**src/rtl/mem_pkg.sv**
```systemverilog
// Shared definitions for the data-memory access path: access sizes,
// FSM state encoding and the default memory geometry.
package mem_pkg;

  localparam int DM_ADDR_BITS_DEF = 12;

  localparam logic [1:0] SIZE_BYTE = 2'd0;
  localparam logic [1:0] SIZE_HALF = 2'd1;
  localparam logic [1:0] SIZE_WORD = 2'd2;
  localparam logic [1:0] SIZE_ILL  = 2'd3;

  typedef enum logic [1:0] {
    IDLE   = 2'd0,
    ACCESS = 2'd1,
    RESP   = 2'd2
  } state_t;

endpackage

```
**src/rtl/dm_lane_align.sv**
```systemverilog
// Pure combinational lane logic: store byte-enables and replicated data,
// load alignment and extension, and size/alignment legality check.
module dm_lane_align
  import mem_pkg::*;
(
  input  logic [1:0]  i_chk_size,
  input  logic [1:0]  i_chk_off,
  output logic        o_chk_fault,
  input  logic [1:0]  i_size,
  input  logic [1:0]  i_off,
  input  logic        i_unsigned,
  input  logic [31:0] i_wdata,
  input  logic [31:0] i_dout,
  output logic [3:0]  o_wbe,
  output logic [31:0] o_din,
  output logic [31:0] o_rdata
);

  logic [31:0] w_shift;

  assign w_shift = i_dout >> {i_off, 3'b000};

  assign o_chk_fault = (i_chk_size == SIZE_ILL)
                     | ((i_chk_size == SIZE_HALF) & i_chk_off[0])
                     | ((i_chk_size == SIZE_WORD) & (i_chk_off != 2'b00));

  // NOTE: every output gets a default before the case so no path can infer a latch.
  always_comb begin
    o_wbe   = 4'b0000;
    o_din   = i_wdata;
    o_rdata = 32'h0;
    case (i_size)
      SIZE_BYTE: begin
        o_wbe   = 4'b0001 << i_off;
        o_din   = {4{i_wdata[7:0]}};
        o_rdata = i_unsigned ? {24'h0, w_shift[7:0]} : {{24{w_shift[7]}}, w_shift[7:0]};
      end
      SIZE_HALF: begin
        o_wbe   = 4'b0011 << i_off;
        o_din   = {2{i_wdata[15:0]}};
        o_rdata = i_unsigned ? {16'h0, w_shift[15:0]} : {{16{w_shift[15]}}, w_shift[15:0]};
      end
      SIZE_WORD: begin
        o_wbe   = 4'b1111;
        o_din   = i_wdata;
        o_rdata = w_shift;
      end
      default: ;
    endcase
  end

endmodule

```
**src/rtl/dm_access_unit.sv**
```systemverilog
// Load/store front end for the word-addressed data memory: accepts one
// byte-addressed request, performs a single-cycle memory access, then responds.
module dm_access_unit
  import mem_pkg::*;
#(
  parameter int          DM_ADDR_BITS = DM_ADDR_BITS_DEF,
  parameter logic [31:0] DM_BASE      = 32'h0000_0000
) (
  input  logic                    clk,
  input  logic                    rst_n,
  input  logic                    req_valid,
  output logic                    req_ready,
  input  logic                    req_we,
  input  logic [1:0]              req_size,
  input  logic                    req_unsigned,
  input  logic [31:0]             req_addr,
  input  logic [31:0]             req_wdata,
  output logic                    resp_valid,
  output logic [31:0]             resp_rdata,
  output logic                    resp_fault,
  output logic [DM_ADDR_BITS-3:0] dm_addr,
  output logic [31:0]             dm_din,
  output logic                    dm_we,
  output logic [3:0]              dm_wbyte_enable,
  input  logic [31:0]             dm_dout
);

  state_t r_state, w_state_nxt;

  logic                    r_we;
  logic [1:0]              r_size;
  logic                    r_unsigned;
  logic                    r_fault;
  logic [DM_ADDR_BITS-3:0] r_waddr;
  logic [1:0]              r_off;
  logic [31:0]             r_wdata;
  logic [31:0]             r_rdata;

  logic [31:0] w_offset;
  logic        w_range_fault;
  logic        w_align_fault;
  logic [3:0]  w_wbe;
  logic [31:0] w_din;
  logic [31:0] w_ld_rdata;

  // Addresses below DM_BASE wrap to huge offsets and land in the range fault.
  assign w_offset      = req_addr - DM_BASE;
  assign w_range_fault = |w_offset[31:DM_ADDR_BITS];

  dm_lane_align u_lane (
    .i_chk_size  (req_size),
    .i_chk_off   (w_offset[1:0]),
    .o_chk_fault (w_align_fault),
    .i_size      (r_size),
    .i_off       (r_off),
    .i_unsigned  (r_unsigned),
    .i_wdata     (r_wdata),
    .i_dout      (dm_dout),
    .o_wbe       (w_wbe),
    .o_din       (w_din),
    .o_rdata     (w_ld_rdata)
  );

  // NOTE: sequential state uses non-blocking assignments so all registers update together.
  always_ff @(posedge clk or negedge rst_n) begin
    if (!rst_n) r_state <= IDLE;
    else        r_state <= w_state_nxt;
  end

  always_comb begin
    w_state_nxt = r_state;
    case (r_state)
      IDLE:    if (req_valid) w_state_nxt = ACCESS;
      ACCESS:  w_state_nxt = RESP;
      RESP:    w_state_nxt = IDLE;
      default: w_state_nxt = IDLE;
    endcase
  end

  always_ff @(posedge clk or negedge rst_n) begin
    if (!rst_n) begin
      r_we       <= 1'b0;
      r_size     <= 2'b00;
      r_unsigned <= 1'b0;
      r_fault    <= 1'b0;
      r_waddr    <= '0;
      r_off      <= 2'b00;
      r_wdata    <= 32'h0;
      r_rdata    <= 32'h0;
    end else if (r_state == IDLE && req_valid) begin
      r_we       <= req_we;
      r_size     <= req_size;
      r_unsigned <= req_unsigned;
      r_fault    <= w_range_fault | w_align_fault;
      r_waddr    <= w_offset[DM_ADDR_BITS-1:2];
      r_off      <= w_offset[1:0];
      r_wdata    <= req_wdata;
    end else if (r_state == ACCESS) begin
      r_rdata <= (r_we || r_fault) ? 32'h0 : w_ld_rdata;
    end
  end

  // Memory strobes decode only from registered state, never from req_*.
  assign dm_we           = (r_state == ACCESS) & r_we & ~r_fault;
  assign dm_wbyte_enable = dm_we ? w_wbe : 4'b0000;
  assign dm_addr         = r_waddr;
  assign dm_din          = w_din;

  assign req_ready  = (r_state == IDLE);
  assign resp_valid = (r_state == RESP);
  assign resp_fault = (r_state == RESP) & r_fault;
  assign resp_rdata = r_rdata;

endmodule

```
**config.mk**
```make
export PLATFORM = sky130hd
export DESIGN_NAME = dm_access_unit
export DESIGN_NICKNAME = d
export VERILOG_FILES = /design/src/rtl/mem_pkg.sv /design/src/rtl/dm_lane_align.sv /design/src/rtl/dm_access_unit.sv
export SDC_FILE = /design/constraint.sdc
export NUM_CORES = 1
export LEC_CHECK = 0
export ABC_AREA = 1
export CAP_MARGIN = 25
export CORE_MARGIN = 4
export CORE_UTILIZATION = 46
export DETAILED_ROUTE_END_ITERATION = 8
export PLACE_DENSITY = 0.83
export SKIP_CTS_REPAIR_TIMING = 1
export SLEW_MARGIN = 20
export SYNTH_ARGS = -nofsm -noshare
export SYNTH_HDL_FRONTEND = slang
export SYNTH_SLANG_ARGS = --single-unit
```
**constraint.sdc**
```tcl
create_clock -name clk -period 2.8 [get_ports clk]
set_input_delay 0.56 -clock clk [delete_from_list [all_inputs] [get_ports clk]]
set_output_delay 0.56 -clock clk [all_outputs]
set_load 0.005 [all_outputs]
```
==> impl_metrics.json, run 1 <==
{
  "outcome": "complete, no violations",
  "ys_seq_elements": 83,
  "start_kind": "flop",
  "finalSetupTns_ps": 0,
  "pwr-share-clk_pct": 23.6,
  "dpl.hpwl_um": 10710,
  "die_w_um": 105.3,
  "final_hold_viol_count": 0,
  "diodes": 0,
  "cp.required_ps": 2240,
  "grt_antenna_before_repair": 0,
  "crit_type": "reg -> out",
  "instances_no_fill": 906,
  "whs_ps": 154.2,
  "die_area_mm2": 0.01110,
  "max_cap_violations": 0,
  "dp.cells": 890,
  "clkLatencyLatePin_ps": 350,
  "syn_area_mm2": 0.004358,
  "wl_per_cell_um": 15.87,
  "min_period_ps": 2692,
  "slew_headroom_pct": 62.79,
  "dpl_worst_slack_ps": 364.6,
  "max_stage_delay_ps": 560,
  "fmax_mhz": 371.4,
  "cp-end-kind": "output port",
  "die_y_um": 105.3,
  "track_usage_pct": 26.31,
  "hp-class": "in -> async",
  "powerDensity_mw_per_mm2": 620.2,
  "rsz0062_at_grt": "false",
  "p_leak_uw": 0.003179,
  "drive_gt1_share_pct": 5.019,
  "vias": 4607,
  "grt_max_degree": 49,
  "grt_overflow": 0,
  "initial_core_util_pct": 47.16,
  "skew_ps": 9.776,
  "htreeDepth": 3,
  "power.total_uw": 3994,
  "routabilityCongestion": 0.9350,
  "via_per_inst": 5.085,
  "drc": 0,
  "syn_inst": 610,
  "setup_viol": 0,
  "path_cells": "inv_2, nand2_4, clkinvlp_2, nand2_1, o21ai_0, clkdlybuf4s50_1",
  "worstMarginPinSlew_ps": 557.6,
  "drt.antenna.violating_nets": 0,
  "syn_area_per_cell_um2": 7.144,
  "worst_ir_drop_vdd_uv": 431.8,
  "finalCritPeriodShare_pct": 96.15,
  "cts-root-buf": "clkbuf_8",
  "switching_share_pct": 34.68,
  "drt_pass1_iterations": 5,
  "power_switching_uw": 1385,
  "num-nets-final": 876,
  "cts_buffer_depth": 2,
  "cp_slowest_cell": "clkdlybuf4s50_1",
  "yosys_warnings": 0,
  "synth-seq-area-share_pct": 47.66,
  "cts_tree": "built",
  "area_growth_pct": 47.77,
  "intPower_uw": 2609,
  "critical-path-top-delay-family": "buffers and inverters",
  "report.final.slew_viol_count": 0,
  "grt_pass1_wl_um": 23270,
  "ios": 185,
  "clkSlewWorstSetupHoldPaths_ps": 90,
  "synth.distinct_cells": 20,
  "drtIter0Drc": 245,
  "syn_nets": 713,
  "rows": 35,
  "setup_ws_ps": 107.7,
  "clkSinkCount": 83,
  "path_buf_inv": 3,
  "port_buffers": 184,
  "grt_pass1_vias": 4660,
  "crit_fanout": 11,
  "p_seq_share_pct": 37.5,
  "power_frac_comb_pct": 38.9,
  "critical_path_arrival_ps": 2130,
  "cts_buffers": 9,
  "wirelength_um": 14370,
  "coreArea_mm2": 0.009240
}
==> Yosys cell counts (all sizes together) <==
master	instances	area, µm²
a21boi	1	7.510
a21oi	4	20.02
buf	35	221.5
clkbuf	7	26.28
dfrtp	83	2077
inv	27	103.9
nand2	330	1246
nand3	38	195.2
nor2	29	111.4
nor3	2	10.01
nor3b	1	18.77
o211ai	22	165.2
o21ai	31	155.2
==> kinds of logic after synthesis <==
family                 count (synthesis)  share of synthesized area [%]
and+or+nand+nor                      400                          36.29
DFF                                   83                          47.66
buffers and inverters                 69                          8.068
AOI/OAI and AO/OA                     58                          7.982
==> flip-flops by register name, summed over array words and instances (netlist names) <==
signal,flops
r_state,2
r_wdata,32
r_fault,1
dm_addr,10
r_unsigned,1
r_off,2
r_we,1
r_size,2
resp_rdata,32
==> per-layer routing <==
metal / vias to the layer above / part of all wire (%) / wire length [µm] / global-route usage (%)
li1: 2228 / - / - / -
met1: 2161 / 40 / 5783 / 31.68
met2: 200 / 49 / 7060 / 45.36
met3: 18 / 9.1 / 1304 / 7.287
met4: 0 / 1.6 / 226 / 8.716
met5: - / 0 / 0 / 0
==> stage by stage <==
stage / util (%) / cell area (µm²)
6_report: 69.70 / 6440
5_1_grt: 69.70 / 6440
4_1_cts: 69.47 / 6419
3_5_place_dp: 67.14 / 6203
3_3_place_gp: 67.14 / 6203
2_1_floorplan: - / 4358
==> final cells by class <==
type	count	area [µm²]
clock buffer	9	123.9
clock inverter	6	91.34
fill	754	2800
inverter	27	107.6
multi-input combinational	458	1942
sequential	83	2077
tap	129	161.4
timing repair buffer	193	1932
timing repair inverter	1	5.005
==> cell usage in the layout, fill, tap and decap left out <==
master / n
nand2_1: 326
clkdlybuf4s50_1: 183
dfrtp_1: 83
nand3_1: 37
o21ai_0: 31
nor2_1: 28
o211ai_1: 22
inv_1: 21
clkbuf_8: 9
buf_4: 8
inv_2: 4
a21oi_1: 4
clkinv_4: 3
nand2_4: 2
nand2_2: 2
nor3_1: 2
bufinv_16: 2
buf_12: 2
clkinvlp_4: 1
inv_4: 1
a21boi_0: 1
nand3_2: 1
nor2_2: 1
nor3b_4: 1
clkinv_2: 1
clkinvlp_2: 1
==> final timing paths <==
path | from | endpoint | slack [ps] | depth (start not counted)
worst max-delay path | r_size[1]$_DFFE_PN0P_ | dm_din[12] | 110 | 6
worst min-delay path | rst_n | resp_rdata[18]$_DFFE_PN0P_ | 150 | 1
min in group clk | dm_addr[6]$_DFFE_PN0P_ | dm_addr[6]$_DFFE_PN0P_ | 480 | 2
worst min register to register | dm_addr[6]$_DFFE_PN0P_ | dm_addr[6]$_DFFE_PN0P_ | 480 | 2
worst max register to register | r_off[0]$_DFFE_PN0P_ | resp_rdata[21]$_DFFE_PN0P_ | 930 | 8
max in group asynchronous | rst_n | r_wdata[5]$_DFFE_PN0P_ | 2020 | 2
==> power by group through the flow <==
stage          logic [µW]  clock network (µW)  registers, µW
3_5_place_dp         1530                   0           1510
6_report             1550                 943           1500
4_1_cts              1540                 966           1500
2_1_floorplan         826                   0           1470
5_1_grt              1720                1010           1520
3_3_place_gp         1510                   0           1510
(Power assumes the default switching activity.)
==> run 2: changes to the inputs <==
Settings changed: RECOVER_POWER set to 100.
==> run 2 against run 1 <==
The run now ends with max-capacitance violations, max-slew violations left. Sequential power barely moved. Clock skew rose by 2.6 ps. Clock power barely moved. First-iteration DRC count fell by 2.4%. Design area fell by 0.43%. Largest cell class unchanged. Routed wire length fell by 0.27%. Highest routed layer unchanged. Via count rose by 0.26%. Worst hold slack improved by 320 ps.
==> impl_metrics.json, run 2 (synthesis gave the netlist of run 1 again) <==
{
  "outcome": "finished, violations left",
  "violations": "max-capacitance violations, max-slew violations",
  "dp.cells": 890,
  "critical-path-top-delay-family": "buffers and inverters",
  "cp.required_ps": 2240,
  "clkSinkCount": 83,
  "diodes": 0,
  "critical_path_arrival_ps": 2130,
  "p_leak_uw": 0.003333,
  "initial_core_util_pct": 47.16,
  "worst_ir_drop_vdd_uv": 425.8,
  "track_usage_pct": 26.31,
  "drc": 0,
  "drt.antenna.violating_nets": 0,
  "power.total_uw": 3934,
  "cts_buffers": 9,
  "path_buf_inv": 3,
  "ios": 185,
  "final_hold_viol_count": 0,
  "area_growth_pct": 47.14,
  "rows": 35,
  "port_buffers": 184,
  "drt_pass1_iterations": 4,
  "clkLatencyLatePin_ps": 360,
  "grt_antenna_before_repair": 0,
  "max_stage_delay_ps": 560,
  "via_per_inst": 5.098,
  "htreeDepth": 3,
  "final_common_cell": "nand2_1",
  "routabilityCongestion": 0.9350,
  "crit_fanout": 11,
  "powerDensity_mw_per_mm2": 613.6,
  "cts-root-buf": "clkbuf_8",
  "finalCritPeriodShare_pct": 95.95,
  "max_cap_violations": 2,
  "grt_overflow": 0,
  "skew_ps": 12.33,
  "start_kind": "flop",
  "num-fill-cells": 760,
  "worstMarginPinSlew_ps": 2045,
  "slew_headroom_pct": -36.36,
  "cts_tree": "built",
  "die_area_mm2": 0.01110,
  "die_y_um": 105.3,
  "rsz0062_at_grt": "false",
  "grt_max_degree": 49,
  "dpl_worst_slack_ps": 364.6,
  "drtIter0Drc": 239,
  "coreArea_mm2": 0.009240,
  "mostFrequentLayoutCells": "nand2_1, clkdlybuf4s50_1, dfrtp_1",
  "cp-end-kind": "output port",
  "grt_pass1_vias": 4660,
  "fin_util_pct": 69.40,
  "dpl.hpwl_um": 10710,
  "cts_buffer_depth": 2,
  "vias": 4619,
  "report.final.slew_viol_count": 71,
  "instances_no_fill": 906,
  "fmax_mhz": 372.2,
  "setup_ws_ps": 113.3,
  "cp_slowest_cell": "clkdlybuf4s50_1",
  "min_period_ps": 2687,
  "hp-class": "reg -> reg",
  "r2r.worst_path.cells": 6,
  "drive_gt1_share_pct": 4.633,
  "grt_pass1_wl_um": 23270,
  "wl_per_cell_um": 15.82,
  "clkSlewWorstSetupHoldPaths_ps": 80,
  "wirelength_um": 14340,
  "hold_depth": 2,
  "die_w_um": 105.3,
  "crit_type": "reg -> out",
  "setup_viol": 0,
  "num-nets-final": 876,
  "crit_cells": 6,
  "path_cells": "inv_2, nand2_4, clkinvlp_2, nand2_1, o21ai_0, clkdlybuf4s50_1"
}
-- run 2: cell types whose count changed in the layout (fill, tap and decap cells not counted), sizes merged --
cell / delta
clkdlybuf4s50: -67
dlygate4sd3: +67
buf: -6
clkbuf: +6
-- run 2: metal layers --
metal	share of wire, %	track usage (%)
met4	1.7	8.716
met3	9.5	7.287
met1	40	31.68
met2	49	45.36
met5	0	0
-- run 2: path summary, 6_finish.rpt --
check                                  startpoint                          to  slack, ps
max in group asynchronous                   rst_n        r_off[0]$_DFFE_PN0P_        840
setup reg to reg           r_state[0]$_DFFE_PN0P_   resp_rdata[1]$_DFFE_PN0P_        320
hold / removal             dm_addr[6]$_DFFE_PN0P_      dm_addr[6]$_DFFE_PN0P_        480
setup / recovery            r_size[1]$_DFFE_PN0P_                  dm_din[12]        110
min in group asynchronous                   rst_n  resp_rdata[18]$_DFFE_PN0P_        770
hold reg to reg            dm_addr[6]$_DFFE_PN0P_      dm_addr[6]$_DFFE_PN0P_        480
-- run 2: layout make-up --
cell class                 count  area, µm²  area share, %
sequential                    83       2077          32.39
multi-input combinational    458       1942          30.28
timing repair buffer         193       1904          29.70
tap                          129      161.4          2.517
clock buffer                   9      123.9          1.932
inverter                      27      107.6          1.678
clock inverter                 6      91.34          1.424
timing repair inverter         1      5.005        0.07805
-- run 2: through the flow --
step                      setup TNS (ps)  area (µm²)  hold slack (ps)
final                                  0        6412            477.3
after global routing                   0        6412            506.5
after CTS                         -139.1        6419            159.9
after detailed placement               0        6203            464.7
after global placement                 0        6203            462.2
after floorplan                        0        4358            264.4
-- run 2: report_power, final --
part	internal (µW)	switching, µW	total (µW)	leakage [µW]
registers	1370	129	1490	0.00107
clock network	501	446	946	0.000109
logic	688	806	1490	0.00215
total	2550	1380	3930	0.00333
-- run 2: worst register-to-register path, cell delays in order (launching register included) --
cell,delay (ps)
dfrtp_1,430
nand2_2,90
clkbuf_1,1160
nor3b_4,80
clkbuf_4,350
o211ai_1,190
nand2_1,70
